==> src/rtl/axi_burst_master.sv <==
// axi_burst_master: AXI4 master that runs one INCR write or read burst per
// local command, with at most one transaction outstanding.
//
// Ports:
//   clk, rst            clock, synchronous active-high reset
//   cmd_*               command handshake: direction, start address, len (beats-1)
//   wr_*                write data stream, passed straight to the W channel
//   rd_*                read data stream, passed straight from the R channel
//   done, done_resp     one-cycle completion pulse and worst response seen
//   m_axi_*             AXI4 master AW/W/B/AR/R channels (lock/cache/prot tied
//                       off outside this block)
module axi_burst_master #(
    parameter int unsigned DATA_WIDTH = 32,
    parameter int unsigned ADDR_WIDTH = 16,
    parameter int unsigned STRB_WIDTH = DATA_WIDTH / 8,
    parameter int unsigned ID_WIDTH   = 12,
    parameter int unsigned AXI_ID     = 0
) (
    input  logic                  clk,
    input  logic                  rst,

    input  logic                  cmd_valid,
    output logic                  cmd_ready,
    input  logic                  cmd_write,
    input  logic [ADDR_WIDTH-1:0] cmd_addr,
    input  logic [7:0]            cmd_len,

    input  logic [DATA_WIDTH-1:0] wr_data,
    input  logic                  wr_valid,
    output logic                  wr_ready,

    output logic [DATA_WIDTH-1:0] rd_data,
    output logic                  rd_valid,
    output logic                  rd_last,
    input  logic                  rd_ready,

    output logic                  done,
    output logic [1:0]            done_resp,

    output logic [ID_WIDTH-1:0]   m_axi_awid,
    output logic [ADDR_WIDTH-1:0] m_axi_awaddr,
    output logic [7:0]            m_axi_awlen,
    output logic [2:0]            m_axi_awsize,
    output logic [1:0]            m_axi_awburst,
    output logic                  m_axi_awvalid,
    input  logic                  m_axi_awready,

    output logic [DATA_WIDTH-1:0] m_axi_wdata,
    output logic [STRB_WIDTH-1:0] m_axi_wstrb,
    output logic                  m_axi_wlast,
    output logic                  m_axi_wvalid,
    input  logic                  m_axi_wready,

    input  logic [ID_WIDTH-1:0]   m_axi_bid,
    input  logic [1:0]            m_axi_bresp,
    input  logic                  m_axi_bvalid,
    output logic                  m_axi_bready,

    output logic [ID_WIDTH-1:0]   m_axi_arid,
    output logic [ADDR_WIDTH-1:0] m_axi_araddr,
    output logic [7:0]            m_axi_arlen,
    output logic [2:0]            m_axi_arsize,
    output logic [1:0]            m_axi_arburst,
    output logic                  m_axi_arvalid,
    input  logic                  m_axi_arready,

    input  logic [ID_WIDTH-1:0]   m_axi_rid,
    input  logic [DATA_WIDTH-1:0] m_axi_rdata,
    input  logic [1:0]            m_axi_rresp,
    input  logic                  m_axi_rlast,
    input  logic                  m_axi_rvalid,
    output logic                  m_axi_rready
);

    localparam logic [ID_WIDTH-1:0] ID_C    = ID_WIDTH'(AXI_ID);
    localparam logic [2:0]          SIZE_C  = 3'($clog2(STRB_WIDTH));
    localparam logic [1:0]          INCR_C  = 2'b01;
    localparam logic [1:0]          SLVERR  = 2'b10;

    typedef enum logic [2:0] {
        S_IDLE = 3'd0,
        S_AW   = 3'd1,
        S_W    = 3'd2,
        S_B    = 3'd3,
        S_AR   = 3'd4,
        S_R    = 3'd5
    } state_t;

    state_t                  state_q, state_d;
    logic [ADDR_WIDTH-1:0]   addr_q, addr_d;
    logic [7:0]              len_q, len_d;
    logic [7:0]              count_q, count_d;
    logic [1:0]              acc_q, acc_d;
    logic                    done_q, done_d;
    logic [1:0]              done_resp_q, done_resp_d;

    logic                    r_err;
    logic [1:0]              r_beat_resp;
    logic [1:0]              b_resp;

    function automatic logic [1:0] resp_max(input logic [1:0] a, input logic [1:0] b);
        return (a > b) ? a : b;
    endfunction

    // Constant / latched AXI address-channel fields.
    assign m_axi_awid    = ID_C;
    assign m_axi_arid    = ID_C;
    assign m_axi_awaddr  = addr_q;
    assign m_axi_araddr  = addr_q;
    assign m_axi_awlen   = len_q;
    assign m_axi_arlen   = len_q;
    assign m_axi_awsize  = SIZE_C;
    assign m_axi_arsize  = SIZE_C;
    assign m_axi_awburst = INCR_C;
    assign m_axi_arburst = INCR_C;

    // Data paths are pure pass-through; only the valids/readies are gated by state.
    assign m_axi_wdata   = wr_data;
    assign m_axi_wstrb   = {STRB_WIDTH{1'b1}};
    assign rd_data       = m_axi_rdata;
    assign rd_last       = m_axi_rlast;

    assign done          = done_q;
    assign done_resp     = done_resp_q;

    // State and datapath registers.
    always_ff @(posedge clk) begin
        if (rst) begin
            state_q     <= S_IDLE;
            addr_q      <= '0;
            len_q       <= '0;
            count_q     <= '0;
            acc_q       <= '0;
            done_q      <= 1'b0;
            done_resp_q <= '0;
        end else begin
            state_q     <= state_d;
            addr_q      <= addr_d;
            len_q       <= len_d;
            count_q     <= count_d;
            acc_q       <= acc_d;
            done_q      <= done_d;
            done_resp_q <= done_resp_d;
        end
    end

    // Next-state, handshake decode and response accumulation.
    always_comb begin
        state_d       = state_q;
        addr_d        = addr_q;
        len_d         = len_q;
        count_d       = count_q;
        acc_d         = acc_q;
        done_d        = 1'b0;
        done_resp_d   = done_resp_q;

        cmd_ready     = 1'b0;
        m_axi_awvalid = 1'b0;
        m_axi_wvalid  = 1'b0;
        m_axi_wlast   = 1'b0;
        wr_ready      = 1'b0;
        m_axi_bready  = 1'b0;
        m_axi_arvalid = 1'b0;
        m_axi_rready  = 1'b0;
        rd_valid      = 1'b0;

        b_resp        = resp_max(m_axi_bresp, (m_axi_bid != ID_C) ? SLVERR : 2'b00);

        // Beat error: wrong ID, or rlast not lining up with the requested length.
        r_err         = (m_axi_rid != ID_C) ||
                        (m_axi_rlast ? (count_q != len_q) : (count_q == len_q));
        r_beat_resp   = resp_max(resp_max(acc_q, m_axi_rresp), r_err ? SLVERR : 2'b00);

        case (state_q)
            S_IDLE: begin
                // Hold off for the done cycle so a new command starts after it.
                cmd_ready = !done_q;
                if (cmd_valid && !done_q) begin
                    addr_d  = cmd_addr;
                    len_d   = cmd_len;
                    count_d = '0;
                    acc_d   = '0;
                    state_d = cmd_write ? S_AW : S_AR;
                end
            end
            S_AW: begin
                m_axi_awvalid = 1'b1;
                if (m_axi_awready) begin
                    state_d = S_W;
                end
            end
            S_W: begin
                m_axi_wvalid = wr_valid;
                wr_ready     = m_axi_wready;
                m_axi_wlast  = (count_q == len_q);
                if (wr_valid && m_axi_wready) begin
                    if (count_q == len_q) begin
                        state_d = S_B;
                    end else begin
                        count_d = count_q + 8'd1;
                    end
                end
            end
            S_B: begin
                m_axi_bready = 1'b1;
                if (m_axi_bvalid) begin
                    done_d      = 1'b1;
                    done_resp_d = b_resp;
                    state_d     = S_IDLE;
                end
            end
            S_AR: begin
                m_axi_arvalid = 1'b1;
                if (m_axi_arready) begin
                    state_d = S_R;
                end
            end
            S_R: begin
                rd_valid     = m_axi_rvalid;
                m_axi_rready = rd_ready;
                if (m_axi_rvalid && rd_ready) begin
                    acc_d = r_beat_resp;
                    // Saturate so an overrunning slave cannot wrap back onto len.
                    if (count_q != 8'hFF) begin
                        count_d = count_q + 8'd1;
                    end
                    if (m_axi_rlast) begin
                        done_d      = 1'b1;
                        done_resp_d = r_beat_resp;
                        state_d     = S_IDLE;
                    end
                end
            end
            default: begin
                state_d = S_IDLE;
            end
        endcase
    end

endmodule

==> config.mk <==
export PLATFORM = sky130hd
export DESIGN_NAME = axi_burst_master
export DESIGN_NICKNAME = d
export VERILOG_FILES = /design/src/rtl/axi_burst_master.sv
export SDC_FILE = /design/constraint.sdc
export NUM_CORES = 1
export LEC_CHECK = 0
export ABC_AREA = 1
export CORE_AREA = 4 4 109 111
export CTS_CLUSTER_DIAMETER = 100
export CTS_CLUSTER_SIZE = 8
export DETAILED_ROUTE_END_ITERATION = 12
export DIE_AREA = 0 0 113 115
export GPL_ROUTABILITY_DRIVEN = 0
export PLACE_DENSITY = 0.78
export SETUP_SLACK_MARGIN = 0.2
export SLEW_MARGIN = 40
export SYNTH_ARGS = -nofsm -noshare
export SYNTH_HDL_FRONTEND = slang
export SYNTH_SLANG_ARGS = --single-unit
==> constraint.sdc <==
create_clock -name clk -period 4.9 [get_ports clk]
set_input_delay 0.98 -clock clk [delete_from_list [all_inputs] [get_ports clk]]
set_output_delay 0.98 -clock clk [all_outputs]
set_load 0.01 [all_outputs]
* Word-level counts from Yosys, hierarchy flattened
Index checks and enable logic that the tools add are counted.
** Word-level totals
- Word-level logic and storage cells :: 87
- Register bits after elaboration :: 40
- Bits of input ports :: 128
- Output and inout bits :: 163
** Operators by class
- Multiplexer cells :: 42
- $add $sub $neg :: 1
- Order comparisons :: 3
- Equal/unequal tests :: 18
- Reduce and logical (&&, ||, !) cells :: 16
** Operators with widths (count)
- 2-to-1 mux 8 bit :: 5
- 2-to-1 mux 3 bit :: 9
- case mux 8 bit (3 select lines) :: 1
- nonzero test 12 bit :: 2
- 2-to-1 mux 2 bit :: 10
- != test 2 bit (second input constant) :: 10
- case mux 3 bit (6 select lines) :: 1
- 2-to-1 mux 1 bit :: 13
- adder 8 x 1 -> 8 bit (second input constant) :: 1
- equality test 8 bit :: 1
- != test 8 bit :: 1
- != test 8 bit (second input constant) :: 1
- case mux 2 bit (2 select lines) :: 2
- AND reduction 8 bit :: 1
- equality test 3 x 2 -> 1 bit (second input constant) :: 2
- equality test 3 bit (second input constant) :: 2
- > comparator 2 bit :: 3
- AND reduction 6 bit :: 1
- AND reduction 4 bit :: 1
- nonzero test 2 bit :: 2
- equality test 3 x 1 -> 1 bit (second input constant) :: 1
- logical AND 1 bit :: 3
- zero test 3 bit :: 1
- AND reduction 3 bit :: 1
- 5 further kinds :: 5

* Depth between registers and ports, before layout
- Word-level depth :: 9
- Depth in mapped cells :: 15
- Depth with buffers taken out :: 15

* Least setup slack after synthesis
No wires, ideal clock.
- Path type :: input-to-reg
- Start :: in m_axi_rid[3]
- End :: reg acc_q[1]
- Data required time :: 4781 ps
- Arrival :: 2192 ps
- Buffers on the path :: 0
- Stages on the path :: 10
- Setup slack :: 2589 ps
- Library setup time :: 119 ps
- Path through :: nor2_1 nand4_1 nor2_1 and3_1 ha_1 or2_2 nand2_1 nand4_1 nand2_1 a21oi_1
** Between the ends
- Longest elaborated chain between the ends :: 7
** RTL lines
- start: declaration :: line 67 : input logic [ID_WIDTH-1:0] m_axi_rid,
- nonzero test 12 bit (*) :: line 170 : r_err = (m_axi_rid != ID_C) ||
- logical OR 1 bit (*) :: line 170
- 2-to-1 mux 2 bit (*) :: line 172 : r_beat_resp = resp_max(resp_max(acc_q, m_axi_rresp), r_err ? SLVERR : 2'b00);
- > comparator 2 bit :: line 102 : return (a > b) ? a : b;
- 2-to-1 mux 2 bit (*) :: line 102
- 2-to-1 mux 2 bit (*) :: line 221 : if (m_axi_rvalid && rd_ready) begin
- case mux 2 bit (2 select lines) (*) :: line 174 : case (state_q)
- end signal: assignment :: line 133 : acc_q <= '0;
- end signal: assignment :: line 141 : acc_q <= acc_d;
- end: declaration :: line 93 : logic [1:0] acc_q, acc_d;
Every way passes the cells marked *; elsewhere a longest branch is shown, timed or not. The select of a mux whose other input is x is not followed.
A chain may end at the register's enable or synchronous reset.

* Worst setup path after layout
- Start :: in rd_ready
- End :: out m_axi_rready
** Between the ends
- Longest elaborated chain between the ends :: 1
** RTL lines
- start: declaration :: line 35 : input logic rd_ready,
- 2-to-1 mux 1 bit :: line 174
- end: declaration :: line 72 : output logic m_axi_rready
No other way between the ends.

==> impl_metrics.py <==
metrics = {
    "finish": {
        "insertedDiodeCount": 0,
        "drive_gt1_frac": 0.08081,
        "utilization": 0.3638,
        "instances_no_fill": 635,
        "nets": 628,
        "area_delta_synth_final_pct": 20.60,
    },
    "routing": {
        "vias": 2609,
        "wl_met3_um": 677,
        "wl_met2_um": 4083,
        "vias_per_cell": 4.109,
        "highest_layer": "met4",
        "antenna_left": 0,
        "wl_per_cell_um": 12.99,
        "dr.pass1.iters": 4,
        "drt_iter0_drc": 73,
        "m1WireLength_um": 3312,
        "wl_um": 8251,
        "post-route-drc-count": 0,
    },
    "worst_hold_path": {
        "hold_class": "flop to flop",
        "hp-start": "m_axi_araddr[8]",
        "whs_endpoint": "m_axi_araddr[8]",
        "hold_depth": 2,
    },
    "timing": {
        "rsz0062_at_grt": "no",
        "setup_viol": 0,
        "tightest_slew_ns": 0.6940,
        "period_share": 0.6434,
        "skew_ns": 0.005144,
        "setup_ws_ns": 1.747,
        "setup_tns_ns": 0,
        "fmax_mhz": 317.2,
        "slew_headroom": 0.5357,
        "finalMaxSlewViolations": 0,
        "hold_viol_final": 0,
        "fin_crit_ns": 3.153,
    },
    "grt": {
        "overflow": 0,
        "grt_pass1_wl_um": 12590,
        "grt_max_degree": 33,
        "grt_usage": 0.1210,
        "antenna_found_initial": 0,
        "grt_pass1_vias": 2546,
    },
    "clock_tree": {
        "path_clk_slew_ns": 0.09,
        "cts_buffer_depth": 2,
        "clock_sinks": 40,
        "cts.hold.buffers_added": 0,
        "htreeDepth": 2,
        "numCtsBuffers": 5,
        "cts_tree": "built",
        "postCtsSetupRepairBufs": 0,
        "cts-resized-gates": 0,
        "cts_root_buf": "clkbuf_8",
        "insertion_delay_ns": 0.29,
    },
    "synth": {
        "synth-seq-cells": 40,
        "async_reset_ff_frac": 0,
        "synth_warnings": 0,
        "synth_flop_cell": "dfxtp_1",
        "synth_cells": 463,
        "ys_types": 43,
        "synth-edff-count": 0,
        "syn_avg_cell_area_um2": 7.032,
        "synth_area_um2": 3256,
        "yosysSeqAreaShare": 0.2460,
    },
    "critical_path": {
        "end_kind": "output port",
        "crit_type": "input pin to output port",
        "crit_path_start_kind": "input pin",
        "r2r-end": "done_resp[1]",
        "worst_r2r_path_depth": 14,
        "arrival_ns": 2.17,
        "rrSetupSlack_ns": 2.67,
        "cp_max_fo": 2,
        "critPathRequiredTime_ns": 3.92,
        "r2r_start": "count_q[4]",
    },
    "power_and_ir_drop": {
        "cellPowerDensity_nw_per_um2": 457.4,
        "p_leak_nw": 1.625,
        "total_power_mw": 1.796,
        "peakVddDrop_mv": 0.1516,
    },
    "placement": {
        "dp_hpwl_um": 6608,
        "io_buffers": 124,
        "place_ws_ns": 1.741,
        "dp.cells": 627,
    },
    "floorplan": {
        "core_um2": 10790,
        "std_cell_rows": 38,
        "die_w_um": 113,
        "die_height_um": 115,
        "die-area_um2": 13000,
        "io_pins": 291,
        "start_util": 0.3016,
    },
    "flow_run": {
        "maxCapViolCount": 0,
    },
    "status": {
        "status": "finished, final reports clean",
    },
}
[logic make-up after synthesis]
family                   after synthesis  synth area share
adder cells (fa/ha/maj)                6           0.02306
flip-flops                            40            0.2460
buffers and inverters                176            0.3574
other                                  2          0.002307
XOR/XNOR                               8           0.02152
AO/OA/AOI/OAI                         57           0.09724
AND/OR/NAND/NOR                      174            0.2525
[critical path: stages]
cell and delay (ns):
clkdlybuf4s50_1 0.47, inv_1 0.05, nor2_2 0.12, clkdlybuf4s50_1 0.55
[flip-flops by register name (all words and copies together) (netlist names)]
register and cells:
done_resp 2, m_axi_arlen 8, done 1, acc_q 2
state_q 3, m_axi_araddr 16, count_q 8
[cell usage in the layout, fill, tap and decap left out, types with 5 or more instances in the layout]
cell	instances
nand2_2	6
nor2_2	5
conb_1	38
xor2_1	5
o21ai_0	11
ha_1	6
inv_1	32
clkdlybuf4s50_1	124
clkbuf_8	6
nand3_1	16
dfxtp_1	40
nand2_1	57
a21oi_1	17
o21ai_1	21
nor2_1	72
[power by group]
group,switching [mW],internal (mW),leakage [nW]
clock network,0.125,0.167,0.0614
registers,0.0973,0.413,0.329
logic,0.528,0.466,1.23
[Yosys cell counts, types with 6 or more instances]
master / number / share of area
nand2_2: 6 / 0.012
nand3_1: 16 / 0.025
ha_1: 6 / 0.023
nand2_1: 57 / 0.066
o21ai_0: 11 / 0.017
buf_4: 128 / 0.30
o21ai_1: 21 / 0.032
a21oi_1: 17 / 0.026
dfxtp_1: 40 / 0.25
nor2_1: 72 / 0.083
inv_1: 33 / 0.038
[layout make-up]
class	instances	area, µm²
Multi-Input combinational cell	283	1426
Sequential cell	40	800.8
Fill cell	1131	6867
Clock inverter	2	38.79
Timing Repair Buffer	124	1241
Clock buffer	6	82.58
Inverter	40	161.4
Tap cell	140	175.2
[per-layer routing]
metal	vias to the layer above	global-route usage
met5	-	0
met4	0	0.04567
met3	20	0.03842
met2	113	0.2070
met1	1128	0.1420
li1	1348	-
[worst max-delay path by stage]
stage                              start      endpoint  slack [ns]  cells past startpoint
after global routing          count_q[5]   m_axi_wlast        1.57                      8
after global placement      m_axi_rvalid      rd_valid        1.75                      4
after CTS                 m_axi_arlen[3]   m_axi_wlast        1.71                      6
after detailed placement        rd_ready  m_axi_rready        1.74                      4
after floorplan             m_axi_rid[3]      acc_q[1]        2.59                     10
final                           rd_ready  m_axi_rready        1.75                      4
[per-stage QoR]
step	hold slack [ns]	area, µm²
after floorplan	0.4768	3391
after CTS	0.5069	3926
after global placement	0.4871	3805
final	0.5046	3926
after global routing	0.5356	3926
after detailed placement	0.4943	3805
No activity file was read; power rests on OpenSTA's default activity.
